**src/rtl/serial_difference_restorer.sv**
```systemverilog
// Bit-serial two's-complement adder (Sum = D + B mod 2^WIDTH), LSB first, start/busy/done handshake.
// Optional signed-overflow flag port Ovf is built when SDR_OVF_FLAG_EN is defined.
module serial_difference_restorer #(
  parameter int WIDTH = 4
) (
  input  logic             clk,
  input  logic             reset,
  input  logic             start,
  input  logic [WIDTH-1:0] D,
  input  logic [WIDTH-1:0] B,
  output logic             busy,
  output logic             done,
  output logic [WIDTH-1:0] Sum,
  output logic             Cout
`ifdef SDR_OVF_FLAG_EN
  ,
  output logic             Ovf
`endif
);

  // state | meaning
  // IDLE  | waiting for start; Sum/Cout hold the last result
  // RUN   | one operand bit added per cycle, LSB first
  // DONE  | result valid; start here is accepted back-to-back
  typedef enum logic [1:0] {
    IDLE = 2'd0,
    RUN  = 2'd1,
    DONE = 2'd2
  } state_t;

  localparam int CW = (WIDTH > 2) ? $clog2(WIDTH) : 1;
  localparam logic [CW-1:0] LAST = CW'(WIDTH - 1);

  state_t           state_q, state_d;
  logic             accept, last;
  logic [WIDTH-1:0] d_q, b_q, sum_q;
  logic [CW-1:0]    cnt_q;
  logic             carry_q, cout_q;
  logic             s_bit, c_next;

  always_ff @(posedge clk) begin
    if (reset) state_q <= IDLE;
    else       state_q <= state_d;
  end

  always_comb begin
    state_d = state_q;
    busy    = 1'b0;
    done    = 1'b0;
    accept  = 1'b0;
    last    = 1'b0;
    case (state_q)
      IDLE: begin
        if (start) begin
          accept  = 1'b1;
          state_d = RUN;
        end
      end
      RUN: begin
        busy = 1'b1;
        if (cnt_q == LAST) begin
          last    = 1'b1;
          state_d = DONE;
        end
      end
      DONE: begin
        done = 1'b1;
        if (start) begin
          accept  = 1'b1;
          state_d = RUN;
        end else begin
          state_d = IDLE;
        end
      end
      default: state_d = IDLE;
    endcase
  end

  assign s_bit  = d_q[0] ^ b_q[0] ^ carry_q;
  assign c_next = (d_q[0] & b_q[0]) | (d_q[0] & carry_q) | (b_q[0] & carry_q);

`ifdef SDR_OVF_FLAG_EN
  logic ovf_q;
`endif

  always_ff @(posedge clk) begin
    if (reset) begin
      d_q     <= '0;
      b_q     <= '0;
      sum_q   <= '0;
      cnt_q   <= '0;
      carry_q <= 1'b0;
      cout_q  <= 1'b0;
`ifdef SDR_OVF_FLAG_EN
      ovf_q   <= 1'b0;
`endif
    end else if (accept) begin
      d_q     <= D;
      b_q     <= B;
      carry_q <= 1'b0;
      cnt_q   <= '0;
    end else if (busy) begin
      d_q     <= d_q >> 1;
      b_q     <= b_q >> 1;
      carry_q <= c_next;
      cnt_q   <= cnt_q + 1'b1;
      // sum bits enter at the MSB so the first (LSB) bit lands at bit 0 after WIDTH shifts
      sum_q   <= {s_bit, sum_q[WIDTH-1:1]};
      if (last) begin
        cout_q <= c_next;
`ifdef SDR_OVF_FLAG_EN
        ovf_q  <= carry_q ^ c_next;
`endif
      end
    end
  end

  assign Sum  = sum_q;
  assign Cout = cout_q;
`ifdef SDR_OVF_FLAG_EN
  assign Ovf  = ovf_q;
`endif

endmodule

```
**config.mk**
```make
export PLATFORM = sky130hd
export DESIGN_NAME = serial_difference_restorer
export DESIGN_NICKNAME = d
export VERILOG_FILES = /design/src/rtl/serial_difference_restorer.sv
export SDC_FILE = /design/constraint.sdc
export NUM_CORES = 1
export LEC_CHECK = 0
export ABC_AREA = 0
export BUFFER_PORTS_ARGS = -buffer_cell sky130_fd_sc_hd__buf_2
export CAP_MARGIN = 40
export CORE_UTILIZATION = 40
export CTS_CLUSTER_DIAMETER = 100
export DETAILED_ROUTE_END_ITERATION = 12
export PLACE_DENSITY = 0.65
export SYNTH_ARGS = -nofsm -noshare
export SYNTH_HDL_FRONTEND = slang
export SYNTH_SLANG_ARGS = --single-unit
```
**constraint.sdc**
```tcl
create_clock -name clk -period 1.04 [get_ports clk]
set_input_delay 0.156 -clock clk [delete_from_list [all_inputs] [get_ports clk]]
set_output_delay 0.156 -clock clk [all_outputs]
set_load 0.02 [all_outputs]
```
# ---- Yosys cells after proc, flatten, opt, wreduce, memory -nomap -nowiden
# Index checks and enable logic that the tools add are counted.
dict set report op_classes {
  bitwise_logic 8
  add_sub_neg 1
  reduce_logical 7
  mux 14
  n_eq_ne 5
}
# cell n
set op_table {}
lappend op_table {{2-to-1 mux 4 bit} 4}
lappend op_table {{2-to-1 mux 1 bit} 7}
lappend op_table {{one-hot mux 2 bit (3 select lines)} 1}
lappend op_table {{== test 2 bit (second input constant)} 2}
lappend op_table {{2-to-1 mux 2 bit} 2}
lappend op_table {{!= test 2 bit (second input constant)} 2}
lappend op_table {{AND reduction 2 bit} 2}
lappend op_table {{OR reduction 2 bit} 2}
lappend op_table {{AND 1 bit} 3}
lappend op_table {{AND reduction 3 bit} 1}
lappend op_table {{adder 2 x 1 -> 2 bit (second input constant)} 1}
lappend op_table {{== test 2 x 1 -> 1 bit (second input constant)} 1}
lappend op_table {{zero test 2 bit} 1}
lappend op_table {{bitwise OR 1 bit} 2}
lappend op_table {{nonzero test 2 bit} 1}
lappend op_table {{XOR 1 bit} 2}
lappend op_table {{inverter 1 bit} 1}
dict set report word_totals {
  elab_cells 42
  ff_bits 18
  inputBits 11
  out_inout_bits 7
}

# ---- Logic depth before layout (Yosys ltp)
dict set report depth {
  ltp_word 5
  ltp_mapped 5
  ltp_nobuf 4
}

# ---- Worst setup path before layout
# OpenSTA, ideal clock, no wires.
dict set report synth_path {
  kind {flip-flop to flip-flop}
  startpoint {reg d_q[0]}
  endpoint {reg sum_q[3] (netlist: Sum[3])}
  required_time_ns 0.970
  arrival_time_ns 0.964
  setup_time_ns 0.070
  stages_incl_launch_ff 4
  path_slack_ns 0.006
  synth_period_minus_slack_ns 1.034
  n_path_buf 0
  cell_sequence {dfxtp_1 fa_1 nand2_1 a21oi_1}
}
dict set report synth_between {
  elab_chain_len 2
}
# item line_no
set synth_rtl {}
lappend synth_rtl {{start, declared} 36} ;# logic [WIDTH-1:0] d_q, b_q, sum_q;
lappend synth_rtl {{start signal, assigned} 103} ;# d_q <= d_q >> 1;
lappend synth_rtl {{XOR 1 bit (2 in a row)} 79} ;# assign s_bit = d_q[0] ^ b_q[0] ^ carry_q;
lappend synth_rtl {{net s_bit} 39} ;# logic s_bit, c_next;
lappend synth_rtl {{end signal, assigned} 108} ;# sum_q <= {s_bit, sum_q[WIDTH-1:1]};
lappend synth_rtl {{end, declared} 36}
# The timed path passes the listed nets, and every way through them passes these cells.
# A chain may end at the register's enable or synchronous reset.

# ---- Final worst setup path
dict set report layout_path {
  startpoint {reg state_q[0]}
  endpoint {out done}
}
dict set report layout_between {
  elab_chain_len 2
}
# item line_no
set layout_rtl {}
lappend layout_rtl {{start, declared} 34} ;# state_t state_q, state_d;
lappend layout_rtl {{start signal, assigned} 43} ;# else state_q <= state_d;
lappend layout_rtl {{== test 2 bit} 52} ;# case (state_q)
lappend layout_rtl {{2-to-1 mux 1 bit} 52}
lappend layout_rtl {{end, declared} 12} ;# output logic done,
# Every way passes these cells.

==> results.ini <==
[min_path]
hp-start = D[0]
hold_path_end = d_q[0]
hp-class = in2reg
min_path_cells = 3

[routing]
via_count = 666
drtAntennaViolNets = 0
drt-initial-drc-count = 17
dr.pass1.iters = 4
via_per_inst = 5.08
finalWirelength_um = 1730
post-route-drc-count = 0
wire_per_inst_um = 13.2

[timing]
slew_viol_final = 0
period_share_pct = 111
finalCriticalPeriod_ps = 1150
fmax_mhz = 870
final.setup.tns_ps = -668
fin_ws_ps = -110
hold_violations = 0
worst_slew_pin_slew_ps = 414
hold_ws_ps = 141
maxSlewHeadroom_pct = 72.4
rsz0062_at_grt = true
finClkSkew_ps = 4.86
setup_violations = 17

[synth]
synthCells = 80
synth_common_cells = dfxtp_1 (18), nand2_1 (13), nor3_1 (13), a21oi_1 (5)
synth-edff-count = 0
synth-main-ff-cell = dfxtp_1
ys_seq_elements = 18
syn_area_um2 = 729
yosysTopAreaCell = dfxtp_1
ys_warn_count = 0
yosysTopAreaCellShare_pct = 49.4
ys_seq_area_share_pct = 49.4
yosysMostFrequentCell = dfxtp_1
synthArstFlopShare_pct = 0
synth_nets = 93
syn_area_per_cell_um2 = 9.12
synth.distinct_cells = 22
yosys-top-cells-area = dfxtp_1 (49%), nor3_1 (8.9%), nand2_1 (6.7%), mux2i_1 (5.5%), a21oi_1 (3.4%)

[power]
p_leak_nw = 0.472
power_w = 0.00154
vdd_drop_max_mv = 0.966
power.internal_w = 0.00112
p_comb_share_pct = 22.0
p_sw_share_pct = 27.0
power_switching_w = 0.000415
pwr_density_cell_mw_per_mm2 = 1370
p_seq_share_pct = 50.0
clkPwrFrac_pct = 28.0

[global_routing]
grtUsageTotal_pct = 15.8
grt_busiest_layer = met2
gr-total-overflow = 0
use_met2_pct = 22.9
grt_antenna_before_repair = 0
first_global_vias = 527
met1_usage_pct = 21.7
grt_max_degree = 19
grt_pass1_wl_um = 2240
use_met3_pct = 4.80

[clock_tree]
clock_latency_ps = 300
clkTransAtPathRegs_ps = 100
cts.path.max_buffers = 2
cts_tree = yes
cts_root_buf = clkbuf_4
clock-sinks = 18
cts_buffers = 3
cts.htree.levels = 1

[placed_design]
place_congestion = 0.725
io_buffers = 17
dp.cells = 121
dp_hpwl_um = 957

[worst_setup_path]
reg2reg_setup_slack_ps = -100
r2r_start = d_q[0]
slowest_stage = dfxtp_4
required_ps = 880
critical_path_arrival_ps = 990
crit_chain = buf_6 -> nor2b_4 -> buf_6
crit_path_start_kind = flip-flop
r2r-end = Sum[3]
r2r_cells = 3
crit_top_cell = buf_6
path_delay_family = flip-flops
max_stage_delay_ps = 370
cp-end-kind = primary output
worst-path-buf-inv = 2
path_max_fanout = 4
path_class = reg2out

[cells_and_area]
drive_above_1_share_pct = 59.4
multi_input_area_um2 = 447
fin_cells = 131
fill_cells = 136
antenna_cells = 0
syn_to_final_growth_pct = 53.9
nNetsFinal = 120
regArea_um2 = 369

[floorplan]
die_w_um = 44.7
core_area_mm2 = 0.00173
row_count = 15
start_util_pct = 42.2
dieArea_mm2 = 0.00200
die_y_um = 44.7
ios = 18

[run]
maxCapViolations = 0

[status]
violations = negative setup slack
status = finished with violations

==> kinds of logic after synthesis <==
group / Yosys count / share of synthesized area [%]
xor gates and xnor gates: 1 / 1.20
DFF: 18 / 49.4
buffers and inverters: 7 / 6.00
and+or+nand+nor: 36 / 23.2
AOI/OAI and AO/OA: 12 / 10.3
muxes: 4 / 5.49
adders and majority gates: 2 / 4.46
==> worst max-delay path by stage <==
stage,depth (start not counted),endpoint,slack [ps],start
2_1_floorplan,3,Sum[3],6,d_q[0]
3_3_place_gp,3,d_q[1],-40,state_q[0]
3_5_place_dp,3,b_q[2],-60,state_q[0]
4_1_cts,3,done,-150,state_q[0]
5_1_grt,3,done,-150,state_q[0]
6_report,3,done,-110,state_q[0]
==> flip-flops by register name (all words and copies together) (netlist names) <==
name and cells:
cnt_q 2, state_q 2, Sum 4, Cout 1, d_q 4, b_q 4, carry_q 1
==> power by group through the flow <==
stage / registers [W] / clock network (W) / logic, W
CTS: 0.000757 / 0.000438 / 0.000218
floorplan: 0.000770 / 0 / 0.000141
detailed placement: 0.000770 / 0 / 0.000198
global placement: 0.000768 / 0 / 0.000196
global route: 0.000775 / 0.000473 / 0.000358
finish: 0.000768 / 0.000431 / 0.000338
==> stage by stage <==
stage          util (%)  instance area (µm²)  setup slack [ps]
6_report           65.0                 1120              -110
5_1_grt            65.0                 1120              -152
4_1_cts            53.0                  915              -146
3_5_place_dp       48.8                  843             -64.1
3_3_place_gp       48.8                  843             -44.4
2_1_floorplan         -                  729              6.41
==> cell usage in the layout, fill, tap and decap left out, types with 2 or more instances in the layout <==
cell type / instances
nor3_1: 7
nand2_2: 5
nand2_1: 7
buf_4: 3
buf_2: 15
dfxtp_2: 4
a311oi_1: 2
mux2i_1: 4
nor3_2: 5
nor2_1: 4
clkbuf_4: 3
buf_6: 8
o22ai_2: 4
dfxtp_1: 13
a21oi_2: 4
==> tightest hold or removal path, stage by stage <==
cell     delay [ps]
buf_2           100
o22ai_2          80
nor3_1           60
==> timing repair <==
action,in CTS,in global routing
resized for setup,9,39
pin swaps,1,10
setup endpoints to repair,14,19
gates cloned,0,1
hold buffers,0,0
setup buffers,2,3
==> metal layers <==
layer  wire [µm]  vias to the layer above  share of wire [%]
met2         782                       28                 45
li1            -                      329                  -
met3         109                        5                6.3
met4          26                        0                1.5
met1         810                      304                 47
met5           0                        -                  0
==> area by class of cell <==
type | count | share of cell area (%)
inverters | 1 | 0.557
well taps | 25 | 2.79
repair buffers | 28 | 20.7
clock buffers | 4 | 3.23
flip-flops and latches | 18 | 32.9
multi-input cells | 55 | 39.8
(Power assumes the default switching activity.)
